### src/rtl/tile_lane_scroller_if.sv
// tile_lane_scroller_if: lane request/query inputs and event/pixel outputs of one tile lane.
interface tile_lane_scroller_if #(
    parameter int MAX_TILES = 4
);
    localparam int CW = $clog2(MAX_TILES + 1);
    logic          frame_tick;
    logic          spawn;
    logic          hit;
    logic [7:0]    VGA_X;
    logic [6:0]    VGA_Y;
    logic [2:0]    tile_color;
    logic          tile_plot;
    logic          hit_ok;
    logic          hit_miss;
    logic          tile_escaped;
    logic          spawn_drop;
    logic [CW-1:0] count;
    logic          full;
    modport master (
        output frame_tick, spawn, hit, VGA_X, VGA_Y,
        input  tile_color, tile_plot, hit_ok, hit_miss, tile_escaped, spawn_drop, count, full
    );
    modport slave (
        input  frame_tick, spawn, hit, VGA_X, VGA_Y,
        output tile_color, tile_plot, hit_ok, hit_miss, tile_escaped, spawn_drop, count, full
    );
endinterface

### src/rtl/tile_lane_scroller.sv
// tile_lane_scroller: circular buffer of falling tiles in one lane; scrolls, spawns, scores hits
// and answers registered per-pixel tile queries.
module tile_lane_scroller #(
    parameter int         X_START       = 0,
    parameter int         TILE_WIDTH    = 39,
    parameter int         TILE_HEIGHT   = 30,
    parameter int         MAX_TILES     = 4,
    parameter int         SPEED         = 1,
    parameter int         SCREEN_HEIGHT = 120,
    parameter int         HIT_ZONE      = 90,
    parameter logic [2:0] TILE_COLOR    = 3'b000
) (
    input logic CLOCK_50,
    input logic reset,
    tile_lane_scroller_if.slave bus
);
    localparam int              CW     = $clog2(MAX_TILES + 1);
    localparam int              IW     = $clog2(MAX_TILES);
    localparam logic [8:0]      ESC_B  = 9'(SCREEN_HEIGHT + TILE_HEIGHT);
    localparam logic [8:0]      TH9    = 9'(TILE_HEIGHT);
    localparam logic [8:0]      SP9    = 9'(SPEED);
    localparam logic [8:0]      XLO    = 9'(X_START);
    localparam logic [8:0]      XHI    = 9'(X_START + TILE_WIDTH);
    localparam logic [7:0]      TH8    = 8'(TILE_HEIGHT);
    localparam logic [7:0]      HZ8    = 8'(HIT_ZONE);
    localparam logic [7:0]      SP8    = 8'(SPEED);
    localparam logic [IW-1:0]   LAST   = IW'(MAX_TILES - 1);
    localparam logic [CW-1:0]   FULL_C = CW'(MAX_TILES);

    logic [7:0]           r_b [MAX_TILES];
    logic [MAX_TILES-1:0] r_valid;
    logic [IW-1:0]        r_head, r_tail;
    logic [CW-1:0]        r_count;
    logic                 r_plot, r_hit_ok, r_hit_miss, r_escaped, r_drop, r_full;
    logic [2:0]           r_color;

    logic [MAX_TILES-1:0] w_match;
    logic [IW-1:0]        w_head1, w_head2, w_tail1, w_tail_prev, w_esc_idx, w_head_nxt;
    logic [CW-1:0]        w_count_nxt;
    logic                 w_hit_ok, w_esc, w_push, w_in_x, w_plot;

    assign w_head1     = (r_head == LAST) ? '0 : r_head + 1'b1;
    assign w_head2     = (w_head1 == LAST) ? '0 : w_head1 + 1'b1;
    assign w_tail1     = (r_tail == LAST) ? '0 : r_tail + 1'b1;
    assign w_tail_prev = (r_tail == '0) ? LAST : r_tail - 1'b1;

    assign w_hit_ok  = bus.hit && r_count != '0 && r_b[r_head] >= HZ8;
    // When the hit consumes the head, the escape candidate is the tile behind it.
    assign w_esc_idx = w_hit_ok ? w_head1 : r_head;
    assign w_esc     = bus.frame_tick && (w_hit_ok ? r_count > CW'(1) : r_count != '0)
                       && ({1'b0, r_b[w_esc_idx]} + SP9 >= ESC_B);
    assign w_push    = bus.spawn && r_count != FULL_C && !(r_count != '0 && r_b[w_tail_prev] < TH8);

    assign w_count_nxt = r_count + CW'(w_push) - CW'(w_hit_ok) - CW'(w_esc);
    assign w_head_nxt  = (w_hit_ok && w_esc) ? w_head2 : (w_hit_ok || w_esc) ? w_head1 : r_head;

    assign w_in_x = {1'b0, bus.VGA_X} >= XLO && {1'b0, bus.VGA_X} < XHI;
    for (genvar g = 0; g < MAX_TILES; g++) begin : g_match
        assign w_match[g] = r_valid[g] && {2'b0, bus.VGA_Y} < {1'b0, r_b[g]}
                            && {2'b0, bus.VGA_Y} + TH9 >= {1'b0, r_b[g]};
    end
    assign w_plot = w_in_x && |w_match;

    always_ff @(posedge CLOCK_50 or posedge reset) begin
        if (reset) begin
            r_b        <= '{default: '0};
            r_valid    <= '0;
            r_head     <= '0;
            r_tail     <= '0;
            r_count    <= '0;
            r_plot     <= 1'b0;
            r_color    <= 3'b000;
            r_hit_ok   <= 1'b0;
            r_hit_miss <= 1'b0;
            r_escaped  <= 1'b0;
            r_drop     <= 1'b0;
            r_full     <= 1'b0;
        end else begin
            for (int i = 0; i < MAX_TILES; i++)
                if (bus.frame_tick && r_valid[i] && !(w_hit_ok && IW'(i) == r_head))
                    r_b[i] <= r_b[i] + SP8;
            if (w_hit_ok)
                r_valid[r_head] <= 1'b0;
            if (w_esc)
                r_valid[w_esc_idx] <= 1'b0;
            if (w_push) begin
                r_b[r_tail]     <= '0;
                r_valid[r_tail] <= 1'b1;
                r_tail          <= w_tail1;
            end
            r_head     <= w_head_nxt;
            r_count    <= w_count_nxt;
            r_full     <= w_count_nxt == FULL_C;
            r_plot     <= w_plot;
            r_color    <= w_plot ? TILE_COLOR : 3'b000;
            r_hit_ok   <= w_hit_ok;
            r_hit_miss <= bus.hit && !w_hit_ok;
            r_escaped  <= w_esc;
            r_drop     <= bus.spawn && !w_push;
        end
    end

    assign bus.tile_plot    = r_plot;
    assign bus.tile_color   = r_color;
    assign bus.hit_ok       = r_hit_ok;
    assign bus.hit_miss     = r_hit_miss;
    assign bus.tile_escaped = r_escaped;
    assign bus.spawn_drop   = r_drop;
    assign bus.count        = r_count;
    assign bus.full         = r_full;
endmodule
### src/flat_wrapper.sv
// flat-port wrapper written by rule: the top's interface ports become plain ports
module tile_lane_scroller_flat 
#(
    parameter int         X_START       = 0,
    parameter int         TILE_WIDTH    = 39,
    parameter int         TILE_HEIGHT   = 30,
    parameter int         MAX_TILES     = 4,
    parameter int         SPEED         = 1,
    parameter int         SCREEN_HEIGHT = 120,
    parameter int         HIT_ZONE      = 90,
    parameter logic [2:0] TILE_COLOR    = 3'b000
)
  (CLOCK_50, reset, bus_frame_tick, bus_spawn, bus_hit, bus_VGA_X, bus_VGA_Y, bus_tile_color, bus_tile_plot, bus_hit_ok, bus_hit_miss, bus_tile_escaped, bus_spawn_drop, bus_count, bus_full);
  tile_lane_scroller_if #(.MAX_TILES(MAX_TILES)) bus_i ();
  input logic CLOCK_50;
  input logic reset;
  input wire logic [$bits(bus_i.frame_tick)-1:0] bus_frame_tick;
  input wire logic [$bits(bus_i.spawn)-1:0] bus_spawn;
  input wire logic [$bits(bus_i.hit)-1:0] bus_hit;
  input wire logic [$bits(bus_i.VGA_X)-1:0] bus_VGA_X;
  input wire logic [$bits(bus_i.VGA_Y)-1:0] bus_VGA_Y;
  output wire logic [$bits(bus_i.tile_color)-1:0] bus_tile_color;
  output wire logic [$bits(bus_i.tile_plot)-1:0] bus_tile_plot;
  output wire logic [$bits(bus_i.hit_ok)-1:0] bus_hit_ok;
  output wire logic [$bits(bus_i.hit_miss)-1:0] bus_hit_miss;
  output wire logic [$bits(bus_i.tile_escaped)-1:0] bus_tile_escaped;
  output wire logic [$bits(bus_i.spawn_drop)-1:0] bus_spawn_drop;
  output wire logic [$bits(bus_i.count)-1:0] bus_count;
  output wire logic [$bits(bus_i.full)-1:0] bus_full;
  assign bus_i.frame_tick = bus_frame_tick;
  assign bus_i.spawn = bus_spawn;
  assign bus_i.hit = bus_hit;
  assign bus_i.VGA_X = bus_VGA_X;
  assign bus_i.VGA_Y = bus_VGA_Y;
  assign bus_tile_color = bus_i.tile_color;
  assign bus_tile_plot = bus_i.tile_plot;
  assign bus_hit_ok = bus_i.hit_ok;
  assign bus_hit_miss = bus_i.hit_miss;
  assign bus_tile_escaped = bus_i.tile_escaped;
  assign bus_spawn_drop = bus_i.spawn_drop;
  assign bus_count = bus_i.count;
  assign bus_full = bus_i.full;
  tile_lane_scroller #(.X_START(X_START), .TILE_WIDTH(TILE_WIDTH), .TILE_HEIGHT(TILE_HEIGHT), .MAX_TILES(MAX_TILES), .SPEED(SPEED), .SCREEN_HEIGHT(SCREEN_HEIGHT), .HIT_ZONE(HIT_ZONE), .TILE_COLOR(TILE_COLOR)) u_core (.CLOCK_50(CLOCK_50), .reset(reset), .bus(bus_i));
endmodule
### config.mk
export PLATFORM = sky130hd
export DESIGN_NAME = tile_lane_scroller_flat
export DESIGN_NICKNAME = d
export VERILOG_FILES = /design/src/rtl/tile_lane_scroller_if.sv /design/src/rtl/tile_lane_scroller.sv /design/src/flat_wrapper.sv
export SDC_FILE = /design/constraint.sdc
export NUM_CORES = 1
export LEC_CHECK = 0
export CAP_MARGIN = 10
export CORE_ASPECT_RATIO = 0.6
export CORE_MARGIN = 5
export CORE_UTILIZATION = 65
export CTS_CLUSTER_SIZE = 20
export DETAILED_ROUTE_END_ITERATION = 6
export GPL_TIMING_DRIVEN = 0
export HOLD_SLACK_MARGIN = 0.02
export MAX_ROUTING_LAYER = met4
export PLACE_DENSITY = 0.87
export SLEW_MARGIN = 40
export SYNTH_ARGS = -nofsm -noshare
export SYNTH_HDL_FRONTEND = slang
export SYNTH_SLANG_ARGS = --single-unit
### constraint.sdc
create_clock -name CLOCK_50 -period 11.2 [get_ports CLOCK_50]
set_input_delay 2.24 -clock CLOCK_50 [delete_from_list [all_inputs] [get_ports CLOCK_50]]
set_output_delay 2.24 -clock CLOCK_50 [all_outputs]
set_load 0.02 [all_outputs]
## Word level (Yosys, flattened, before mapping)

Index checks and enable logic that the tools add are counted.

- Reductions and logical operators: 48
- Add/sub/neg operators: 13
- Multiplexer cells: 33
- Eq/ne operators: 8
- Bitwise gates (word level): 11
- Order comparisons: 24

Operators with widths:

| cell | count |
|---|---|
| 8-bit two-way mux | 11 |
| 8-bit binary-select mux with 2-bit select | 3 |
| 9-bit by 8-bit >= comparator with 1-bit output | 4 |
| 1-bit logical AND | 35 |
| 8-bit by 1-bit adder with 8-bit output, second input constant | 4 |
| 32-bit AND | 1 |
| 7-bit by 8-bit less-than comparator with 1-bit output | 4 |
| 32-bit two-way mux | 1 |
| 32-bit inverter | 1 |
| 8-bit demux with 2-bit select | 1 |
| 2-bit two-way mux | 7 |
| 3-bit >= comparator, second input constant | 4 |
| 4-bit two-way mux | 3 |
| 2-bit inverter with 3-bit output | 4 |
| 8-bit by 1-bit adder with 9-bit output, second input constant | 1 |
| 9-bit by 8-bit >= comparator with 1-bit output, second input constant | 1 |
| 2-bit by 3-bit less-than comparator with 1-bit output, second input constant | 3 |
| 7-bit by 5-bit adder with 8-bit output, second input constant | 1 |
| 4-bit AND | 2 |
| 8-bit by 7-bit >= comparator with 1-bit output, second input constant | 1 |
| 8-bit by 5-bit less-than comparator with 1-bit output, second input constant | 1 |
| 8-bit by 6-bit less-than comparator with 1-bit output, second input constant | 1 |
| 4-bit inverter | 2 |
| 1-bit zero test | 7 |
| 20 further kinds | 34 |

- Word-level logic and storage cells: 151
- Flip-flop bits (word level): 49
- Input bits: 20

## Longest topological paths before layout

Gate-level depths: netlist of the first run.

- Word-level depth: 17
- Mapped depth: 25
- Depth with buffers taken out: 22

## Least setup slack after synthesis of the first run

No wires, ideal clock.

- Kind: input to register
- Start point: in bus_hit
- End point: reg u_core.r_full, in the netlist u_core.bus.full
- Arrival time: 6.477 ns
- Buffers on the path: 2
- Cell stages on the path: 20
- Slack: 4.635 ns
- Cell sequence: nand3_1 a211o_1 a32oi_4 mux2i_1 buf_6 buf_2 o21ai_0 mux2_2 inv_1 ha_1 inv_1 or4_1 and4_1 o21a_4 fa_1 ha_1 ha_1 xnor2_1 xnor2_1 nor3b_1

- Longest elaborated chain between the ends: 12
- Elaborated cells on any way between the ends: 15

Ends and longest elaborated chain:

| element | line | source |
|---|---|---|
| from (decl) | flat_wrapper.sv:19 | `input wire logic [$bits(bus_i.hit)-1:0] bus_hit;` |
| 1-bit logical AND * (2 in series) | tile_lane_scroller.sv:47 | `assign w_hit_ok = bus.hit && r_count != '0 && r_b[r_head] >= HZ8;` |
| net u_core.w_hit_ok | tile_lane_scroller.sv:40 | `logic w_hit_ok, w_esc, w_push, w_in_x, w_plot;` |
| 2-bit two-way mux | tile_lane_scroller.sv:49 | `assign w_esc_idx = w_hit_ok ? w_head1 : r_head;` |
| 2-bit inverter with 3-bit output (implied by the code) | tile_lane_scroller.sv:51 | `&& ({1'b0, r_b[w_esc_idx]} + SP9 >= ESC_B);` |
| 8-bit binary-select mux with 2-bit select | tile_lane_scroller.sv:51 |  |
| 8-bit two-way mux (implied by the code) (2 in series) | tile_lane_scroller.sv:51 |  |
| 8-bit by 1-bit adder with 9-bit output | tile_lane_scroller.sv:51 |  |
| 9-bit by 8-bit >= comparator with 1-bit output | tile_lane_scroller.sv:51 |  |
| 1-bit logical AND | tile_lane_scroller.sv:51 |  |
| 3-bit by 1-bit subtractor with 3-bit output * | tile_lane_scroller.sv:54 | `assign w_count_nxt = r_count + CW'(w_push) - CW'(w_hit_ok) - CW'(w_esc);` |
| net u_core.w_count_nxt[2] | tile_lane_scroller.sv:39 | `logic [CW-1:0] w_count_nxt;` |
| 3-bit == test * | tile_lane_scroller.sv:93 | `r_full <= w_count_nxt == FULL_C;` |
| to (signal assigned) | tile_lane_scroller.sv:77 | `r_full <= 1'b0;` |
| to (signal assigned) | tile_lane_scroller.sv:93 |  |
| to (decl) | tile_lane_scroller.sv:34 | `logic r_plot, r_hit_ok, r_hit_miss, r_escaped, r_drop, r_full;` |

Mark *: on every way through the listed nets, which the timed path passes. The rest lies on a longest branch. The select of a mux whose other input is x is not followed.
A chain may end at the register's enable or synchronous reset.

## Worst setup path in the final report of the first run

Same ends and word-level chain as after synthesis.

==> results of run 1 <==
-- layout make-up --
class / count / area (µm²)
multi-input cells: 390 / 3045
fillers: 479 / 1642
flip-flops and latches: 49 / 1226
repair buffers: 28 / 290.3
inverters: 48 / 187.7
clock buffers: 6 / 138.9
well taps: 87 / 108.9
plain buffers: 14 / 87.58
clock inverters: 1 / 7.507
-- cells in the mapped netlist (2+ instances only) --
cell type	count
ha_1	76
dfrtp_1	49
nor2_1	48
inv_1	47
xnor2_1	30
a21o_1	28
nand2_1	28
a21oi_1	24
o21ai_0	18
nand4_1	12
nor3_1	12
nand2b_1	9
nand3_1	8
clkbuf_1	7
nor2b_1	7
mux2i_1	6
a211oi_1	5
a21oi_2	5
and3_1	5
mux4_2	5
xor2_1	5
a21boi_0	4
and2b_1	4
o21bai_1	4
buf_4	3
buf_6	3
mux2_2	3
nor3b_1	3
o2111ai_1	3
a31oi_1	2
and2_1	2
and4_1	2
o211a_1	2
o22ai_1	2
or4_1	2
-- kinds of logic (layout without fill, tap and decap cells) --
| kind of cell | Yosys count | in the layout | synth area share [%] |
|---|---|---|---|
| flip-flops | 49 | 49 | 27.03 |
| XOR/XNOR | 35 | 35 | 6.757 |
| other | 1 | 3 | 0.08266 |
| adder cells (fa/ha/maj) | 77 | 77 | 21.40 |
| AND/OR/NAND/NOR | 147 | 147 | 15.94 |
| buffers and inverters | 62 | 97 | 6.012 |
| AO/OA/AOI/OAI | 113 | 113 | 17.90 |
| multiplexers | 15 | 15 | 4.881 |
-- worst paths after layout --
| check | startpoint | end | slack (ns) | cells past startpoint |
|---|---|---|---|---|
| max | bus_hit | u_core.bus.full$_DFF_PP0_ | 3.73 | 21 |
| min | u_core.r_b[12]$_DFF_PP0_ | u_core.r_b[12]$_DFF_PP0_ | 0.65 | 2 |
| max reg2reg | u_core.r_b[19]$_DFF_PP0_ | u_core.bus.full$_DFF_PP0_ | 5.57 | 20 |
| min reg2reg | u_core.r_b[12]$_DFF_PP0_ | u_core.r_b[12]$_DFF_PP0_ | 0.65 | 2 |
| max in group asynchronous | reset | u_core.r_valid[3]$_DFF_PP0_ | 8.60 | 3 |
| min in group asynchronous | reset | u_core.r_b[30]$_DFF_PP0_ | 2.16 | 2 |
-- sequential cells by signal, indices dropped and copies added (netlist names) --
| signal | cells |
|---|---|
| u_core.bus.hit_miss | 1 |
| u_core.r_b | 32 |
| u_core.bus.count | 3 |
| u_core.bus.tile_plot | 1 |
| u_core.r_head | 2 |
| u_core.bus.hit_ok | 1 |
| u_core.r_valid | 4 |
| u_core.bus.full | 1 |
| u_core.r_tail | 2 |
| u_core.bus.tile_escaped | 1 |
| u_core.bus.spawn_drop | 1 |
-- metal layers --
layer	vias to the layer above	GRT usage, %	share of wire [%]	wire, µm
met4	0	10.56	2.3	286
met2	202	46.18	42	5186
met1	1855	39.25	44	5336
met3	41	8.483	11	1394
met5	-	-	0	0
li1	1827	-	-	-
-- stage by stage --
step	setup WS [ns]	instances	power, mW	cell area, µm²	hold slack (ns)
finish	3.731	623	1.315	5092	0.6524
floorplan	4.635	501	0.8993	4544	0.5455
global placement	3.678	615	1.083	4923	0.6095
detailed placement	3.477	616	1.133	4946	0.6277
CTS	3.744	623	1.296	5092	0.6438
global route	3.471	623	1.417	5092	0.6753
-- critical path: cells and delay by family --
family / cells / cell delay [ns]
buffers and inverters: 5 / 1.14
AOI/OAI and AO/OA: 4 / 1.17
xor gates and xnor gates: 2 / 0.35
and+or+nand+nor: 4 / 1.03
muxes: 2 / 0.68
adders and majority gates: 4 / 1.07
-- power groups by stage --
stage | clock network, mW | logic [mW] | registers, mW
after global routing | 0.163 | 0.884 | 0.370
after detailed placement | 0 | 0.775 | 0.358
after global placement | 0 | 0.729 | 0.354
after floorplan | 0 | 0.572 | 0.327
final | 0.155 | 0.794 | 0.366
after CTS | 0.155 | 0.784 | 0.356
==> results.toml, run 1 <==
[outcome]
status = "finished clean"

[synthesis]
postSynth.asyncResetShare_pct = 100.0
yosysTopAreaCell = "dfrtp_1"
synthFlopType = "dfrtp_1"
syn_inst = 499
ys_top_cells_by_area = "dfrtp_1, ha_1, xnor2_1, a21o_1, nor2_1"
synth_area_um2 = 4537
synth_edf_count = 0
synth-seq-cells = 49
syn_avg_cell_area_um2 = 9.092
ys_warn_count = 0
yosysSeqAreaShare_pct = 27.03
synth_top_area_share_pct = 27.03
synth.distinct_cells = 61

[routing]
via_count = 3925
drtIter0Drc = 404
routed_wl_um = 12210
post_drt_wl_per_cell_um = 19.59
viasPerCell = 6.300
drcViolationCount = 0
drtAntennaViolNets = 0
drtPass1Iterations = 5

[cells_and_area]
syn2layout_area_growth_pct = 12.24
utilization_pct = 75.62
drive_above_1_share_pct = 6.903
final_common_cell = "ha_1"
final_nets = 633
final_cell_mix = "ha_1, dfrtp_1, nor2_1, inv_1, xnor2_1"
n_antenna_cell = 0

[timing]
fmax_ghz = 0.1339
setup_viol = 0
slew_viol_final = 0
period_needed_ns = 7.469
tightest_slew_ns = 0.5398
rsz0062_at_grt = "false"
finalSetupTns_ns = 0
fin_crit_sh_pct = 66.68
fin_skew_ns = 0.005900
slew-limit-headroom_pct = 63.74
final_hold_viol_count = 0

[clock_network]
cts.sinks = 49
cts.hold.buffers_added = 0
cts-root-buf = "clkbuf_16"
post_cts_buffers = 0
cts_resized = 0
clkTransAtPathRegs_ns = 0.06
cts_tree = "done"
cts-buffers-inserted = 5
h-tree-depth = 2
insertion_delay_ns = 0.30
ctsLongestPathBuffers = 2

[run]
drv_cap = 0

[worst_setup_path]
cp_cell_sequence = "clkdlybuf4s50_1 -> nand3_1 -> a211o_1 -> a32oi_4 -> mux2i_1 -> buf_6 -> buf_2 -> o21ai_0 -> mux2_2 -> inv_1 -> ha_1 -> inv_1 -> or4_1 -> and4_1 -> o21a_4 -> fa_1 -> ha_1 -> ha_1 -> xnor2_1 -> xnor2_1 -> nor3b_1"
crit_type = "in2reg"
arrival_ns = 7.68
required_ns = 11.41
cp_common_cell = "ha_1"
slowest_stage = "clkdlybuf4s50_1"
critPathMaxFanout = 10
cpPeakStageDelay_ns = 0.51
end_kind = "flop"
start_kind = "input port"

[global_route]
antenna_found_initial = 0
gr-usage-all-layers_pct = 30.25
grt_pass1_wl_um = 20150
grt-ovfl-total = 0
first_global_vias = 3933
grt_max_degree = 44

[power_and_ir_drop]
internal_power_mw = 0.6820
power_switching_mw = 0.6332
powerDensity_nw_per_um2 = 258.3
swShare_pct = 48.14
p_clk_share_pct = 11.8
ir_drop_uv = 132.4
p_leak_nw = 2.370
power.share.sequential_pct = 27.8
combPwrFrac_pct = 60.4

[floorplan]
die_h_um = 74.72
fp.dieArea_um2 = 8806
num_rows = 23
io_pins = 32
coreArea_um2 = 6734
die_w_um = 117.9
start_util_pct = 67.37

[placement]
dp_hpwl_um = 9748
port_buffers = 27
gp_congestion = 1.014

[min_path]
hold_path_class = "reg2reg"
Note: power is estimated with default switching activity, not from simulation.
==> run 2: changes to the inputs <==
CORE_UTILIZATION = 55   (was 65)
PLACE_DENSITY = 0.78   (was 0.87)
clock period = 6.85 ns   (was 11.2 ns; I/O delays follow)
==> run 2 against run 1 <==
  * Register-to-register slack lost 4.2 ns
  * Utilization shrank 11 points
  * Wire length grew 2.1%
  * Flip-flop and latch count is the same
  * Critical path depth is the same
  * Clock-buffer cell count is the same
  * Sequential power grew 63%
  * Sequential share of layout area shrank 0.38 points
  * Global-route usage shrank 4.6 points
  * Final area grew 1.6%
==> results.toml, run 2 (synthesis gave the netlist of run 1 again) <==
[outcome]
status = "finished clean"

[worst_setup_path]
startpoint = "bus_hit"
cp_cell_sequence = "clkdlybuf4s50_1 -> nand3_1 -> a211o_1 -> a32oi_4 -> mux2i_2 -> buf_6 -> buf_2 -> o21ai_0 -> mux2_2 -> inv_1 -> ha_1 -> inv_1 -> or4_1 -> and4_1 -> o21a_4 -> fa_1 -> ha_1 -> ha_1 -> xnor2_1 -> xnor2_1 -> nor3b_1"
path_delay_family = "buffers and inverters"
timing.rr.start = "u_core.r_b[21]$_DFF_PP0_"
end_kind = "flop"
required_ns = 7.04
cpPeakStageDelay_ns = 0.52
crit_type = "in2reg"
critPathMaxFanout = 10
cp_common_cell = "ha_1"
arrival_ns = 6.65
endpoint = "u_core.bus.full$_DFF_PP0_"
r2r_end = "u_core.bus.full$_DFF_PP0_"
r2r_slack_ns = 1.37
worstRegToRegCells = 20
worst-path-buf-inv = 5
slowest_stage = "or4_1"
start_kind = "input port"
path_depth = 21

[cells_and_area]
final_cell_mix = "ha_1, dfrtp_1, nor2_1, inv_1, xnor2_1"
finalNonFillerCells = 649
largest_reg_flops = 32
final_nets = 637
drive_above_1_share_pct = 7.763
utilization_pct = 65.12
stdcell_area_um2 = 5174
syn2layout_area_growth_pct = 14.04
n_antenna_cell = 0
regMostFlops = "u_core.r_b"
final_common_cell = "ha_1"

[timing]
final_hold_viol_count = 0
layout_setup_ws_ns = 0.3933
fmax_ghz = 0.1549
holdWs_ns = 0.6517
setup_viol = 0
period_needed_ns = 6.457
tightest_slew_ns = 0.5254
fin_crit_sh_pct = 94.26
finalSetupTns_ns = 0
rsz0062_at_grt = "false"
slew-limit-headroom_pct = 64.70
slew_viol_final = 0
fin_skew_ns = 0.006813

[global_route]
antenna_found_initial = 0
grt-ovfl-total = 0
gr-usage-all-layers_pct = 25.69
first_global_vias = 3936
grt_pass1_wl_um = 19910
grt_max_degree = 44

[routing]
drcViolationCount = 0
drtPass1Iterations = 5
drtAntennaViolNets = 0
viasPerCell = 5.995
drtIter0Drc = 339
post_drt_wl_per_cell_um = 19.20
via_count = 3891
routed_wl_um = 12460

[placement]
placed_cell_area_um2 = 4972
gp_congestion = 0.9351
port_buffers = 27
dp_hpwl_um = 9978
dp.cells = 637
post-place-ws_ns = 0.01393

[power_and_ir_drop]
power_switching_mw = 1.045
powerDensity_nw_per_um2 = 425.8
swShare_pct = 47.45
ir_drop_uv = 166.7
combPwrFrac_pct = 59.9
power.share.sequential_pct = 27.1
p_clk_share_pct = 13.0
internal_power_mw = 1.158
p_leak_nw = 2.404
power_mw = 2.203

[floorplan]
num_rows = 25
coreArea_um2 = 7945
fp.dieArea_um2 = 10220
die_h_um = 80.35
start_util_pct = 57.10
io_pins = 32
die_w_um = 127.3

[clock_network]
cts.sinks = 49
cts-root-buf = "clkbuf_16"
h-tree-depth = 2
ctsLongestPathBuffers = 2
cts_tree = "done"
cts.hold.buffers_added = 0
insertion_delay_ns = 0.30
clkTransAtPathRegs_ns = 0.07
cts-buffers-inserted = 5

[run]
drv_cap = 0

[min_path]
hold_path_class = "reg2reg"
==> run 2: cell count changes in the layout (fill, tap and decap cells not counted), sizes merged <==
cell	change
buf	+4
bufinv	+1
clkinvlp	-1
clkinv	+1
==> run 2: area by class of cell <==
class	count	area, µm²
inverters	48	187.7
plain buffers	14	87.58
fillers	691	2771
clock inverters	2	38.79
clock buffers	6	128.9
well taps	108	135.1
repair buffers	32	320.3
multi-input cells	390	3049
flip-flops and latches	49	1226
==> run 2: timing repair <==
action,4_1_cts,5_1_grt
gates resized for setup,0,1
buffers inserted,0,4
endpoints found under the setup margin,0,1
==> run 2: power by group through the flow <==
stage / registers, mW / clock network [mW] / logic, mW
floorplan: 0.535 / 0 / 0.935
global placement: 0.586 / 0 / 1.21
detailed placement: 0.585 / 0 / 1.28
CTS: 0.583 / 0.290 / 1.29
global route: 0.603 / 0.301 / 1.47
finish: 0.597 / 0.287 / 1.32
==> run 2: worst reg2reg max path: stages (launching register included) <==
cell and delay, ns:
dfrtp_1 0.50, inv_1 0.18, a211o_1 0.35, a32oi_4 0.35, mux2i_2 0.34, buf_6 0.19
buf_2 0.27, o21ai_0 0.11, mux2_2 0.32, inv_1 0.07, ha_1 0.18, inv_1 0.09
or4_1 0.52, and4_1 0.21, o21a_4 0.25, fa_1 0.47, ha_1 0.20, ha_1 0.20
xnor2_1 0.18, xnor2_1 0.18, nor3b_1 0.25
==> run 2: worst min path at each step <==
stage	cells past startpoint	to	slack [ns]	from
after CTS	1	u_core.bus.count[2]$_DFF_PP0_	0.65	u_core.bus.count[2]$_DFF_PP0_
after floorplan	2	u_core.r_b[12]$_DFF_PP0_	0.55	u_core.r_b[12]$_DFF_PP0_
final	1	u_core.bus.count[0]$_DFF_PP0_	0.65	u_core.bus.count[0]$_DFF_PP0_
after global placement	1	u_core.bus.count[2]$_DFF_PP0_	0.61	u_core.bus.count[2]$_DFF_PP0_
after detailed placement	1	u_core.bus.count[2]$_DFF_PP0_	0.64	u_core.bus.count[2]$_DFF_PP0_
after global routing	1	u_core.bus.count[2]$_DFF_PP0_	0.68	u_core.bus.count[2]$_DFF_PP0_
==> run 2: per-layer routing <==
metal	track usage [%]	up-vias	share of wire, %
met3	6.645	19	8.5
li1	-	1831	-
met1	35.44	1886	47
met5	-	-	0
met4	5.675	0	1.3
met2	38.24	155	43
==> run 3: changes to the inputs <==
CORE_UTILIZATION = 45   (was 55)
CTS_CLUSTER_DIAMETER = 50   (was default)
PLACE_DENSITY = 0.66   (was 0.78)
==> run 3 against run 2 <==
  * Via count shrank 1.1%
  * Utilization shrank 12 points
  * Register-to-register slack is essentially flat
  * Final cell count grew 4.0%
==> results.toml, run 3 (synthesis gave the netlist of run 1 again) <==
[cells_and_area]
syn2layout_area_growth_pct = 14.62
final_common_cell = "ha_1"
multiInputGateArea_um2 = 3049
n_fill_cell = 916
utilization_pct = 52.82
largest_reg_flops = 32
register_area_um2 = 1226
final_cell_mix = "ha_1, dfrtp_1, nor2_1, inv_1, xnor2_1"
regMostFlops = "u_core.r_b"
final_nets = 636
drive_above_1_share_pct = 7.593
stdcell_area_um2 = 5200
n_antenna_cell = 0

[floorplan]
start_util_pct = 46.09
die_h_um = 87.78
die_w_um = 139.6
io_pins = 32
num_rows = 28
fp.dieArea_um2 = 12260
coreArea_um2 = 9844

[power_and_ir_drop]
power_switching_mw = 1.042
swShare_pct = 47.50
power.share.sequential_pct = 27.4
ir_drop_uv = 175.4
p_clk_share_pct = 13.2
p_leak_nw = 2.399
internal_power_mw = 1.152
combPwrFrac_pct = 59.4
powerDensity_nw_per_um2 = 422.0
power_mw = 2.195

[min_path]
hold_path_class = "reg2reg"
min_from = "u_core.bus.count[2]$_DFF_PP0_"
hold_end = "u_core.bus.count[2]$_DFF_PP0_"
hold_depth = 1

[timing]
rsz0062_at_grt = "false"
final_hold_viol_count = 0
fin_crit_sh_pct = 94.41
fmax_ghz = 0.1546
period_needed_ns = 6.467
finalSetupTns_ns = 0
slew-limit-headroom_pct = 63.88
fin_skew_ns = 0.003564
slew_viol_final = 0
tightest_slew_ns = 0.5377
setup_viol = 0
holdWs_ns = 0.6446

[worst_setup_path]
start_kind = "input port"
critPathMaxFanout = 10
startpoint = "bus_hit"
cp_common_cell = "ha_1"
timing.rr.start = "u_core.r_b[17]$_DFF_PP0_"
cpPeakStageDelay_ns = 0.51
required_ns = 7.06
cp_cell_sequence = "clkdlybuf4s50_1 -> o31a_1 -> o2111ai_2 -> a32oi_4 -> mux2i_2 -> buf_6 -> buf_2 -> o21ai_0 -> mux2_2 -> inv_1 -> ha_1 -> inv_1 -> or4_1 -> and4_1 -> o21a_4 -> fa_1 -> ha_1 -> ha_1 -> xnor2_1 -> xnor2_1 -> nor3b_1"
r2r_slack_ns = 1.36
worstRegToRegCells = 20
r2r_end = "u_core.bus.full$_DFF_PP0_"
slowest_stage = "clkdlybuf4s50_1"
arrival_ns = 6.68
end_kind = "flop"
crit_type = "in2reg"

[routing]
m1WireLength_um = 6277
via_count = 3849
drcViolationCount = 0
post_drt_wl_per_cell_um = 18.47
drtIter0Drc = 287
viasPerCell = 5.702
highest_layer = "met4"
drtPass1Iterations = 5
wl_met3_um = 1157
routed_wl_um = 12470
dr_wl_met2_um = 4936
drtAntennaViolNets = 0

[global_route]
gr-usage-all-layers_pct = 21.32
first_global_vias = 3627
grt-ovfl-total = 0
grt_pass1_wl_um = 19770
grt_max_degree = 39
antenna_found_initial = 0

[clock_network]
cts.hold.buffers_added = 0
clkTransAtPathRegs_ns = 0.07
cts_tree = "done"
cts.sinks = 49
cts-buffers-inserted = 5
h-tree-depth = 2
ctsLongestPathBuffers = 2
insertion_delay_ns = 0.30
cts-root-buf = "clkbuf_16"

[placement]
port_buffers = 27
dp_hpwl_um = 10110
gp_congestion = 0.9535
placed_cell_area_um2 = 5006

[outcome]
status = "finished clean"

[run]
drv_cap = 0
-- run 3: per-stage QoR --
step           setup slack (ns)  std cells
2_1_floorplan             1.155        501
3_3_place_gp            0.08013        663
3_5_place_dp           -0.05190        664
4_1_cts                  0.2341        672
5_1_grt                 0.07191        675
6_report                 0.3827        675
-- run 3: timing repair --
item / CTS / global route
gates resized for setup: 0 / 1
setup endpoints to repair: 0 / 1
setup buffers: 0 / 3
-- run 3: per-layer routing --
metal  track usage (%)  up-vias
met4             3.430        0
met3             4.474       12
li1                  -     1836
met5                 -        -
met1             32.03     1863
met2             29.71      138
-- run 3: worst max-delay path, delay by kind of cell --
kind                     cells  cell delay, ns
buffers and inverters        5            1.14
XOR/XNOR                     2            0.36
AO/OA/AOI/OAI                5            1.14
multiplexers                 2            0.68
AND/OR/NAND/NOR              3            0.93
adder cells (fa/ha/maj)      4            1.07
-- run 3: power by group through the flow --
| stage | Sequential, mW | Combinational (mW) | Clock [mW] |
|---|---|---|---|
| after floorplan | 0.535 | 0.935 | 0 |
| after global placement | 0.591 | 1.22 | 0 |
| after detailed placement | 0.593 | 1.28 | 0 |
| after CTS | 0.589 | 1.28 | 0.294 |
| after global routing | 0.613 | 1.46 | 0.306 |
| final | 0.601 | 1.30 | 0.291 |
-- run 3: cell type report --
| type | instances | share of cell area, % |
|---|---|---|
| multi-input cells | 390 | 58.64 |
| clock buffers | 6 | 2.478 |
| repair buffers | 31 | 6.015 |
| clock inverters | 2 | 0.7459 |
| well taps | 135 | 3.248 |
| inverters | 48 | 3.609 |
| flip-flops and latches | 49 | 23.58 |
| plain buffers | 14 | 1.684 |
-- run 3: worst max path at each step --
| stage | depth (start not counted) | slack, ns | to |
|---|---|---|---|
| floorplan | 20 | 1.15 | u_core.bus.full$_DFF_PP0_ |
| global placement | 21 | 0.08 | u_core.bus.full$_DFF_PP0_ |
| detailed placement | 21 | -0.05 | u_core.bus.full$_DFF_PP0_ |
| CTS | 21 | 0.23 | u_core.bus.full$_DFF_PP0_ |
| global route | 21 | 0.07 | u_core.bus.full$_DFF_PP0_ |
| finish | 21 | 0.38 | u_core.bus.full$_DFF_PP0_ |
